==> config.mk <==
export PLATFORM = sky130hd
export DESIGN_NAME = ex_muldiv_unit_flat
export DESIGN_NICKNAME = d
export VERILOG_FILES = /design/src/rtl/ex_muldiv_unit_if.sv /design/src/rtl/ex_muldiv_unit.sv /design/src/flat_wrapper.sv
export SDC_FILE = /design/constraint.sdc
export NUM_CORES = 1
export LEC_CHECK = 0
export CAP_MARGIN = 5
export CORE_MARGIN = 1
export CORE_UTILIZATION = 46
export DETAILED_ROUTE_END_ITERATION = 10
export GPL_TIMING_DRIVEN = 0
export PLACE_DENSITY_LB_ADDON = 0.08
export SYNTH_ARGS = -nofsm -noshare
export SYNTH_HDL_FRONTEND = slang
export SYNTH_SLANG_ARGS = --single-unit
==> constraint.sdc <==
create_clock -name clock -period 4.7 [get_ports clock]
set_input_delay 0.705 -clock clock [delete_from_list [all_inputs] [get_ports clock]]
set_output_delay 0.705 -clock clock [all_outputs]
set_load 0.005 [all_outputs]
==> src/rtl/ex_muldiv_unit_if.sv <==
// Request/result bundle between the ID/EX buffer, the hazard unit and the
// EX-stage multiply/divide unit.
interface ex_muldiv_unit_if #(
    parameter int WIDTH = 16
);
    logic             start;
    logic             op;
    logic [WIDTH-1:0] operand_a;
    logic [WIDTH-1:0] operand_b;
    logic             flush;
    logic             stall;
    logic             busy;
    logic             done;
    logic [WIDTH-1:0] result_lo;
    logic [WIDTH-1:0] result_hi;
    logic             div_by_zero;

    modport master (
        output start, op, operand_a, operand_b, flush,
        input  stall, busy, done, result_lo, result_hi, div_by_zero
    );

    modport slave (
        input  start, op, operand_a, operand_b, flush,
        output stall, busy, done, result_lo, result_hi, div_by_zero
    );
endinterface

==> src/rtl/ex_muldiv_unit.sv <==
// Iterative signed WIDTHxWIDTH multiply / WIDTH/WIDTH divide for the EXECUTE stage.
// Works on magnitudes, one shift-add or restoring shift-subtract step per cycle.
module ex_muldiv_unit #(
    parameter int WIDTH = 16
) (
    input logic                clock,
    input logic                reset,
    ex_muldiv_unit_if.slave    bus
);
    localparam int CW = $clog2(WIDTH + 1);

    typedef enum logic [1:0] {
        S_IDLE,
        S_RUN,
        S_DONE
    } state_t;

    state_t state_q, state_d;

    logic [WIDTH-1:0] hi_q, hi_d;
    logic [WIDTH-1:0] lo_q, lo_d;
    logic [WIDTH-1:0] b_q, b_d;
    logic             op_q, op_d;
    logic             neg_a_q, neg_a_d;
    logic             neg_b_q, neg_b_d;
    logic [CW-1:0]    count_q, count_d;
    logic [WIDTH-1:0] res_lo_q, res_lo_d;
    logic [WIDTH-1:0] res_hi_q, res_hi_d;
    logic             dbz_q, dbz_d;

    logic             accept;
    logic             b_is_zero;
    logic             last_step;
    logic [WIDTH-1:0] a_mag;
    logic [WIDTH-1:0] b_mag;
    logic [WIDTH:0]   mul_sum;
    logic [WIDTH:0]   div_shift;
    logic [WIDTH:0]   div_diff;
    logic [WIDTH-1:0] step_hi;
    logic [WIDTH-1:0] step_lo;
    logic [2*WIDTH-1:0] mag_full;
    logic [2*WIDTH-1:0] product;
    logic [WIDTH-1:0] quotient;
    logic [WIDTH-1:0] remainder;
    logic             stall_o;
    logic             busy_o;
    logic             done_o;

    assign accept    = (state_q == S_IDLE) && bus.start && !bus.flush;
    assign b_is_zero = (bus.operand_b == '0);
    assign last_step = (count_q == CW'(WIDTH - 1));
    assign a_mag     = bus.operand_a[WIDTH-1] ? -bus.operand_a : bus.operand_a;
    assign b_mag     = bus.operand_b[WIDTH-1] ? -bus.operand_b : bus.operand_b;

    // hi/lo hold partial product (mul) or partial remainder/quotient (div)
    always_comb begin
        mul_sum   = {1'b0, hi_q} + (lo_q[0] ? {1'b0, b_q} : '0);
        div_shift = {hi_q, lo_q[WIDTH-1]};
        div_diff  = div_shift - {1'b0, b_q};
        if (op_q) begin
            if (!div_diff[WIDTH]) begin
                step_hi = div_diff[WIDTH-1:0];
                step_lo = {lo_q[WIDTH-2:0], 1'b1};
            end else begin
                step_hi = div_shift[WIDTH-1:0];
                step_lo = {lo_q[WIDTH-2:0], 1'b0};
            end
        end else begin
            step_hi = mul_sum[WIDTH:1];
            step_lo = {mul_sum[0], lo_q[WIDTH-1:1]};
        end
        mag_full  = {step_hi, step_lo};
        product   = (neg_a_q ^ neg_b_q) ? -mag_full : mag_full;
        quotient  = (neg_a_q ^ neg_b_q) ? -step_lo : step_lo;
        remainder = neg_a_q ? -step_hi : step_hi;
    end

    always_ff @(posedge clock) begin
        if (!reset) begin
            state_q <= S_IDLE;
        end else begin
            state_q <= state_d;
        end
    end

    always_comb begin
        state_d = state_q;
        case (state_q)
            S_IDLE: begin
                if (accept) begin
                    state_d = (bus.op && b_is_zero) ? S_DONE : S_RUN;
                end
            end
            S_RUN: begin
                if (last_step) begin
                    state_d = S_DONE;
                end
            end
            S_DONE:  state_d = S_IDLE;
            default: state_d = S_IDLE;
        endcase
        if (bus.flush) begin
            state_d = S_IDLE;
        end
    end

    always_comb begin
        stall_o = accept || (state_q == S_RUN);
        busy_o  = (state_q == S_RUN);
        done_o  = (state_q == S_DONE);
    end

    // Results change only on entry to DONE; a flushed operation leaves them alone
    always_comb begin
        hi_d     = hi_q;
        lo_d     = lo_q;
        b_d      = b_q;
        op_d     = op_q;
        neg_a_d  = neg_a_q;
        neg_b_d  = neg_b_q;
        count_d  = count_q;
        res_lo_d = res_lo_q;
        res_hi_d = res_hi_q;
        dbz_d    = dbz_q;
        if (accept) begin
            hi_d    = '0;
            lo_d    = a_mag;
            b_d     = b_mag;
            op_d    = bus.op;
            neg_a_d = bus.operand_a[WIDTH-1];
            neg_b_d = bus.operand_b[WIDTH-1];
            count_d = '0;
            if (bus.op && b_is_zero) begin
                res_lo_d = '1;
                res_hi_d = bus.operand_a;
                dbz_d    = 1'b1;
            end
        end else if (state_q == S_RUN && !bus.flush) begin
            hi_d    = step_hi;
            lo_d    = step_lo;
            count_d = count_q + 1'b1;
            if (last_step) begin
                dbz_d = 1'b0;
                if (op_q) begin
                    res_lo_d = quotient;
                    res_hi_d = remainder;
                end else begin
                    res_lo_d = product[WIDTH-1:0];
                    res_hi_d = product[2*WIDTH-1:WIDTH];
                end
            end
        end
    end

    always_ff @(posedge clock) begin
        if (!reset) begin
            hi_q     <= '0;
            lo_q     <= '0;
            b_q      <= '0;
            op_q     <= 1'b0;
            neg_a_q  <= 1'b0;
            neg_b_q  <= 1'b0;
            count_q  <= '0;
            res_lo_q <= '0;
            res_hi_q <= '0;
            dbz_q    <= 1'b0;
        end else begin
            hi_q     <= hi_d;
            lo_q     <= lo_d;
            b_q      <= b_d;
            op_q     <= op_d;
            neg_a_q  <= neg_a_d;
            neg_b_q  <= neg_b_d;
            count_q  <= count_d;
            res_lo_q <= res_lo_d;
            res_hi_q <= res_hi_d;
            dbz_q    <= dbz_d;
        end
    end

    assign bus.stall       = stall_o;
    assign bus.busy        = busy_o;
    assign bus.done        = done_o;
    assign bus.result_lo   = res_lo_q;
    assign bus.result_hi   = res_hi_q;
    assign bus.div_by_zero = dbz_q;
endmodule
==> src/flat_wrapper.sv <==
// flat-port wrapper written by rule: the top's interface ports become plain ports
module ex_muldiv_unit_flat 
#(
    parameter int WIDTH = 16
)
  (clock, reset, bus_start, bus_op, bus_operand_a, bus_operand_b, bus_flush, bus_stall, bus_busy, bus_done, bus_result_lo, bus_result_hi, bus_div_by_zero);
  ex_muldiv_unit_if #(.WIDTH(WIDTH)) bus_i ();
  input logic clock;
  input logic reset;
  input wire logic [$bits(bus_i.start)-1:0] bus_start;
  input wire logic [$bits(bus_i.op)-1:0] bus_op;
  input wire logic [$bits(bus_i.operand_a)-1:0] bus_operand_a;
  input wire logic [$bits(bus_i.operand_b)-1:0] bus_operand_b;
  input wire logic [$bits(bus_i.flush)-1:0] bus_flush;
  output wire logic [$bits(bus_i.stall)-1:0] bus_stall;
  output wire logic [$bits(bus_i.busy)-1:0] bus_busy;
  output wire logic [$bits(bus_i.done)-1:0] bus_done;
  output wire logic [$bits(bus_i.result_lo)-1:0] bus_result_lo;
  output wire logic [$bits(bus_i.result_hi)-1:0] bus_result_hi;
  output wire logic [$bits(bus_i.div_by_zero)-1:0] bus_div_by_zero;
  assign bus_i.start = bus_start;
  assign bus_i.op = bus_op;
  assign bus_i.operand_a = bus_operand_a;
  assign bus_i.operand_b = bus_operand_b;
  assign bus_i.flush = bus_flush;
  assign bus_stall = bus_i.stall;
  assign bus_busy = bus_i.busy;
  assign bus_done = bus_i.done;
  assign bus_result_lo = bus_i.result_lo;
  assign bus_result_hi = bus_i.result_hi;
  assign bus_div_by_zero = bus_i.div_by_zero;
  ex_muldiv_unit #(.WIDTH(WIDTH)) u_core (.clock(clock), .reset(reset), .bus(bus_i));
endmodule
======== Word-level counts from Yosys, hierarchy flattened ========
Cells that the tools add are included.
storage, ports and cells
  register bits after elaboration ......... 91
  output and inout port bits .............. 36
operators by class
  add/sub/neg operators ................... 8
  equality and inequality tests ........... 6
  muxes and demuxes ....................... 30
  bitwise gates (word level) .............. 2
  reduce and logical (&&, ||, !) cells .... 14
operators by type and width
  cell                                                                     count
  16-bit two-way mux                                                       20
  16-bit negator                                                           4
  32-bit two-way mux                                                       1
  32-bit negator                                                           1
  16-bit by 17-bit adder with 17-bit output                                1
  17-bit by 16-bit subtractor with 17-bit output                           1
  16-bit logical NOT                                                       1
  2-bit two-way mux                                                        3
  5-bit by 1-bit adder with 5-bit output, second input constant            1
  5-bit by 4-bit equality test with 1-bit output, second input constant    1
  1-bit two-way mux                                                        5
  1-bit logical AND                                                        4
  2-bit by 1-bit inequality test with 1-bit output, second input constant  2
  2-bit one-hot mux with 2 select lines                                    1
  2-bit nonzero test                                                       2
  2-bit OR reduction                                                       2
  3-bit AND reduction                                                      1
  2-bit by 1-bit equality test with 1-bit output, second input constant    1
  2-bit equality test, second input constant                               1
  2-bit logical NOT                                                        1
  2-bit inequality test, second input constant                             1
  2-bit AND reduction                                                      1
  1-bit logical NOT                                                        1
  1-bit logical OR                                                         1
  other kinds (2)                                                          2

======== Logic depth before layout (Yosys ltp) ========
  depth after elaboration ................. 9
  depth in mapped cells ................... 20
  gate-level depth less buffers ........... 20

======== Least setup slack after synthesis ========
Ideal clock, no wire load.
  path kind ............................... flip-flop to flip-flop
  from .................................... reg u_core.lo_q[15]
  to ...................................... reg u_core.res_hi_q[12], in the netlist u_core.bus.result_hi[12]
  library setup time ...................... 95 ps
  arrival time ............................ 3,987 ps
  required time ........................... 4,605 ps
  path slack .............................. 618 ps
  stages on the path, launching flop included .. 21
  cells stage by stage .................... dfxtp_1 -> inv_1 -> ha_1 -> fa_1 -> nand2b_1 -> a21o_1 -> a211oi_2 -> nor2_2 -> o211ai_1 -> a21boi_0 -> ha_1 -> o21ai_0 -> or2_2 -> nor2_1 -> nand2_1 -> o21ai_0 -> nor2_1 -> nor3_1 -> a31oi_1 -> xnor2_1 -> a221oi_1
on the way
  word-level cells in the longest chain between the ends .. 9
ends and longest elaborated chain
  item                                                             line                                        RTL
  start, declared                                                  ex_muldiv_unit.sv:21                        logic [WIDTH-1:0] lo_q, lo_d;
  start signal, assigned                                           ex_muldiv_unit.sv:169                       lo_q <= lo_d;
  17-bit by 16-bit subtractor with 17-bit output                   ex_muldiv_unit.sv:59                        div_diff = div_shift - {1'b0, b_q};
  1-bit two-way mux / 16-bit two-way mux (equally long branches)   ex_muldiv_unit.sv:61                        if (!div_diff[WIDTH]) begin
  16-bit two-way mux                                               ex_muldiv_unit.sv:60                        if (op_q) begin
  32-bit negator / 16-bit negator (equally long branches)          ex_muldiv_unit.sv:73, ex_muldiv_unit.sv:75
  32-bit two-way mux / 16-bit two-way mux (equally long branches)  ex_muldiv_unit.sv:73, ex_muldiv_unit.sv:75
  16-bit two-way mux (*)                                           ex_muldiv_unit.sv:144                       if (op_q) begin
  16-bit two-way mux (*)                                           ex_muldiv_unit.sv:142                       if (last_step) begin
  16-bit two-way mux (*)                                           ex_muldiv_unit.sv:138                       end else if (state_q == S_RUN && !bus.flush) begin
  16-bit two-way mux (*)                                           ex_muldiv_unit.sv:125                       if (accept) begin
  end signal, assigned                                             ex_muldiv_unit.sv:176                       res_hi_q <= res_hi_d;
  end, declared                                                    ex_muldiv_unit.sv:28                        logic [WIDTH-1:0] res_hi_q, res_hi_d;
Mark *: on every way between the ends. The rest lies on a longest branch, timed or not. The select of a mux whose other input is x is not followed.
A chain may end at the register's enable or synchronous reset.

======== Worst setup path in the final report ========
  from .................................... in bus_operand_b[0]
  to ...................................... reg u_core.res_hi_q[11], in the netlist u_core.bus.result_hi[11]
on the way
  word-level cells in the longest chain between the ends .. 4
ends and longest elaborated chain
  item                                    line                   RTL
  start, declared                         flat_wrapper.sv:13     input wire logic [$bits(bus_i.operand_b)-1:0] bus_operand_b;
  16-bit logical NOT                      ex_muldiv_unit.sv:50   assign b_is_zero = (bus.operand_b == '0);
  1-bit logical AND                       ex_muldiv_unit.sv:133  if (bus.op && b_is_zero) begin
  2-bit inequality test (no source line)  n/a
  3-bit AND reduction (no source line)    n/a
No other way between the ends.

==> impl_metrics.yaml <==
placed_design:
  placed_area_um2: 8200
  gp_congestion: 0.932
  place_hpwl_um: 19200
  place_inst: 1216
  portBuffers: 70
  place_ws_ns: -0.463
sta:
  maxSlewHeadroom_pct: 22.6
  fin_crit_sh_pct: 95.8
  finClkSkew_ns: 0.00763
  fmax_mhz: 222
  drv_slew: 0
  worst_pin_slew_ns: 1.15
  timing_hold_violations_final: 0
  rsz0062_at_grt: "no"
  finalSetupViolCount: 0
  min_period_ns: 4.50
  finalWorstSetupSlack_ns: 0.196
yosys:
  synth-compound-area-share_pct: 28.8
  synth_top_family_by_area: "compound AO/OA/AOI/OAI gates"
  syn_area_um2: 7240
  yosys.area.top_type_share_pct: 25.2
  yosysWarningCount: 0
  synth_xor_area_share_pct: 9.32
  synth.net_count: 1012
  ys_types: 81
  yosysSeqAreaShare_pct: 25.2
  yosys-top-cells-area: "dfxtp_1, ha_1, xor2_1"
  ys_ff_latch: 91
  async_reset_ff_share_pct: 0
  synth.area.mux_share_pct: 3.04
  syn_area_per_cell_um2: 7.74
  synthFlopType: "dfxtp_1"
  synthCells: 935
  yosys.area_share.simple_pct: 22.3
  yosysTopAreaCell: "dfxtp_1"
  synth-adder-area-share_pct: 7.12
  synth-edff-count: 0
setup_path:
  crit_path_max_fanout: 10
  cpMaxStageDelayCell: "nor3_2"
  worstPathRequired_ns: 4.96
  cpPeakStageDelay_ns: 0.68
  crit_type: "input pin to register"
  start_kind: "input pin"
  path_cells: "clkdlybuf4s50_1, inv_1, ha_1, or3b_1, or4_1, or3_1, nor3_2, nor2_1, clkbuf_1, o21ai_0, o211ai_1, nor3_1"
  cp_top_family: "simple AND/OR/NAND/NOR gates"
  critPathCaptureType: "register"
  crit_arrival_ns: 4.76
  critPathBufInv: 3
layout:
  layout_commonest_cell: "nor2_1"
  design_area_um2: 8570
  finalNonFillerCells: 1235
  finalNetCount: 1096
  diodes: 0
  drive_above_1_share_pct: 6.45
  area_growth_pct: 18.4
  mostFrequentLayoutCells: "nor2_1, dfxtp_1, nand2_1, a21oi_1, clkdlybuf4s50_1"
  nFillCells: 1534
cts:
  cts-root-buf: "clkbuf_16"
  htreeDepth: 3
  cts_tree: "yes"
  ctsHoldBuffers: 0
  path_clk_slew_ns: 0.07
  clock_latency_ns: 0.35
  clockBufferDepth: 2
  cts_inserted_buffers: 9
  cts_sinks: 91
floorplan:
  die_y_um: 127
  die_w_um: 127
  initial_core_util_pct: 47.4
  core-area_um2: 15300
  die-area_um2: 16200
  top_level_ports: 73
  fp-row-count: 45
power_and_ir_drop:
  irDropWorstVdd_uv: 178
  seq_power_share_pct: 39.6
  total_power_mw: 2.07
  power.internal_mw: 1.37
  power_density_nw_per_um2: 242
  leakagePower_nw: 3.19
  swShare_pct: 34.0
  combPwrFrac_pct: 27.6
  power.switching_mw: 0.704
  p_clk_share_pct: 32.8
grt:
  grtUsageMet2_pct: 45.5
  antenna_found_initial: 0
  grt_max_degree: 15
  grt_usage_pct: 30.8
  grt_pass1_vias: 6828
  met1_usage_pct: 44.1
  overflow: 0
  busiest_layer: "met2"
  grt_pass1_wl_um: 38200
  grtUsageMet3_pct: 7.16
drt:
  drtIter0Drc: 684
  route.detailed.drc: 0
  ant_nets: 0
  vias: 7498
  drt_pass1_iterations: 5
  drt-total-wl_um: 24700
  wl_per_cell_um: 20.0
  via_per_inst: 6.07
worst_hold_path:
  hp-class: "register to register"
flow_run:
  max_cap_violations: 0
run_status:
  status: "completed"
[Yosys cell counts, types with 4 or more instances]
cell,number
a2111oi_2,4
a211oi_1,40
a21o_1,13
a21oi_1,73
a221oi_1,6
a22oi_1,4
a31oi_1,7
and2_1,23
and3_1,6
buf_1,5
buf_2,8
clkbuf_1,36
dfxtp_1,91
ha_1,38
inv_1,29
mux2i_1,22
nand2_1,88
nand2b_1,15
nand3_1,12
nand4_1,7
nor2_1,107
nor2b_1,10
nor3_1,29
nor3b_1,4
o2111ai_1,4
o211ai_1,16
o21a_1,11
o21ai_0,44
o22ai_1,5
o31ai_1,15
or3_1,10
or4_1,4
xnor2_1,30
xor2_1,47
[worst register-to-register path, cell delays in order, from the launching register on]
cell       delay, ns
dfxtp_1         0.61
clkbuf_1        0.45
and2_1          0.21
ha_1            0.27
o21a_1          0.20
o21a_1          0.16
o22ai_1         0.37
xor2_1          0.19
nor2_1          0.09
a311oi_4        0.48
o2111ai_2       0.34
nor4_2          0.46
nand4_1         0.19
o311ai_1        0.37
[sequential cells by signal, summed over array words and instances, names as in the netlist]
| register | flops |
|---|---|
| u_core.b_q | 16 |
| u_core.bus.div_by_zero | 1 |
| u_core.bus.result_hi | 16 |
| u_core.bus.result_lo | 16 |
| u_core.count_q | 5 |
| u_core.hi_q | 16 |
| u_core.lo_q | 16 |
| u_core.neg_a_q | 1 |
| u_core.neg_b_q | 1 |
| u_core.op_q | 1 |
| u_core.state_q | 2 |
[logic make-up after synthesis]
| group | count (synthesis) |
|---|---|
| multiplexers | 22 |
| adder cells (fa/ha/maj) | 40 |
| AND/OR/NAND/NOR | 335 |
| buffers and inverters | 79 |
| flip-flops | 91 |
| AO/OA/AOI/OAI | 291 |
| XOR/XNOR | 77 |
[metal layers]
metal | wire length [µm] | vias to the layer above
li1 | - | 3580
met1 | 11500 | 3502
met2 | 10400 | 373
met3 | 2350 | 43
met4 | 490 | 0
met5 | 0 | -
[worst paths after layout]
check	cells after the start	from	slack, ns	endpoint
min reg2reg	2	u_core.bus.result_hi[10]$_SDFFE_PN0P_	0.49	u_core.bus.result_hi[10]$_SDFFE_PN0P_
max reg2reg	13	u_core.lo_q[0]$_SDFFE_PN0P_	0.20	u_core.bus.result_hi[15]$_SDFFE_PN0P_
min	2	u_core.bus.result_hi[10]$_SDFFE_PN0P_	0.49	u_core.bus.result_hi[10]$_SDFFE_PN0P_
max	12	bus_operand_b[0]	0.20	u_core.bus.result_hi[11]$_SDFFE_PN0P_
[layout make-up]
cell class | instances | area [µm²] | area share (%)
clock inverters | 4 | 26.3 | 0.307
plain buffers | 49 | 194 | 2.26
clock buffers | 12 | 236 | 2.76
inverters | 30 | 113 | 1.31
multi-input cells | 765 | 5180 | 60.5
flip-flops and latches | 91 | 1830 | 21.3
well taps | 211 | 264 | 3.08
repair buffers | 73 | 723 | 8.44
[power groups by stage]
stage / logic [mW] / clock network [mW] / registers, mW
4_1_cts: 0.543 / 0.684 / 0.818
5_1_grt: 0.617 / 0.713 / 0.821
6_report: 0.572 / 0.680 / 0.819
3_3_place_gp: 0.538 / 0 / 0.836
2_1_floorplan: 0.377 / 0 / 0.823
3_5_place_dp: 0.537 / 0 / 0.836
[stage by stage]
step	utilization (%)	TNS, ns	hold slack, ns
floorplan	-	0	0.449
CTS	55.6	0	0.486
global placement	53.7	-2.18	0.465
finish	56.1	0	0.485
detailed placement	53.7	-1.42	0.471
global route	56.1	0	0.516
[repair_timing]
item,CTS,global route
gates resized for setup,4,16
pin swaps,2,5
setup buffers,1,2
setup endpoints to repair,7,5
Power figures use the tool's default switching activity.
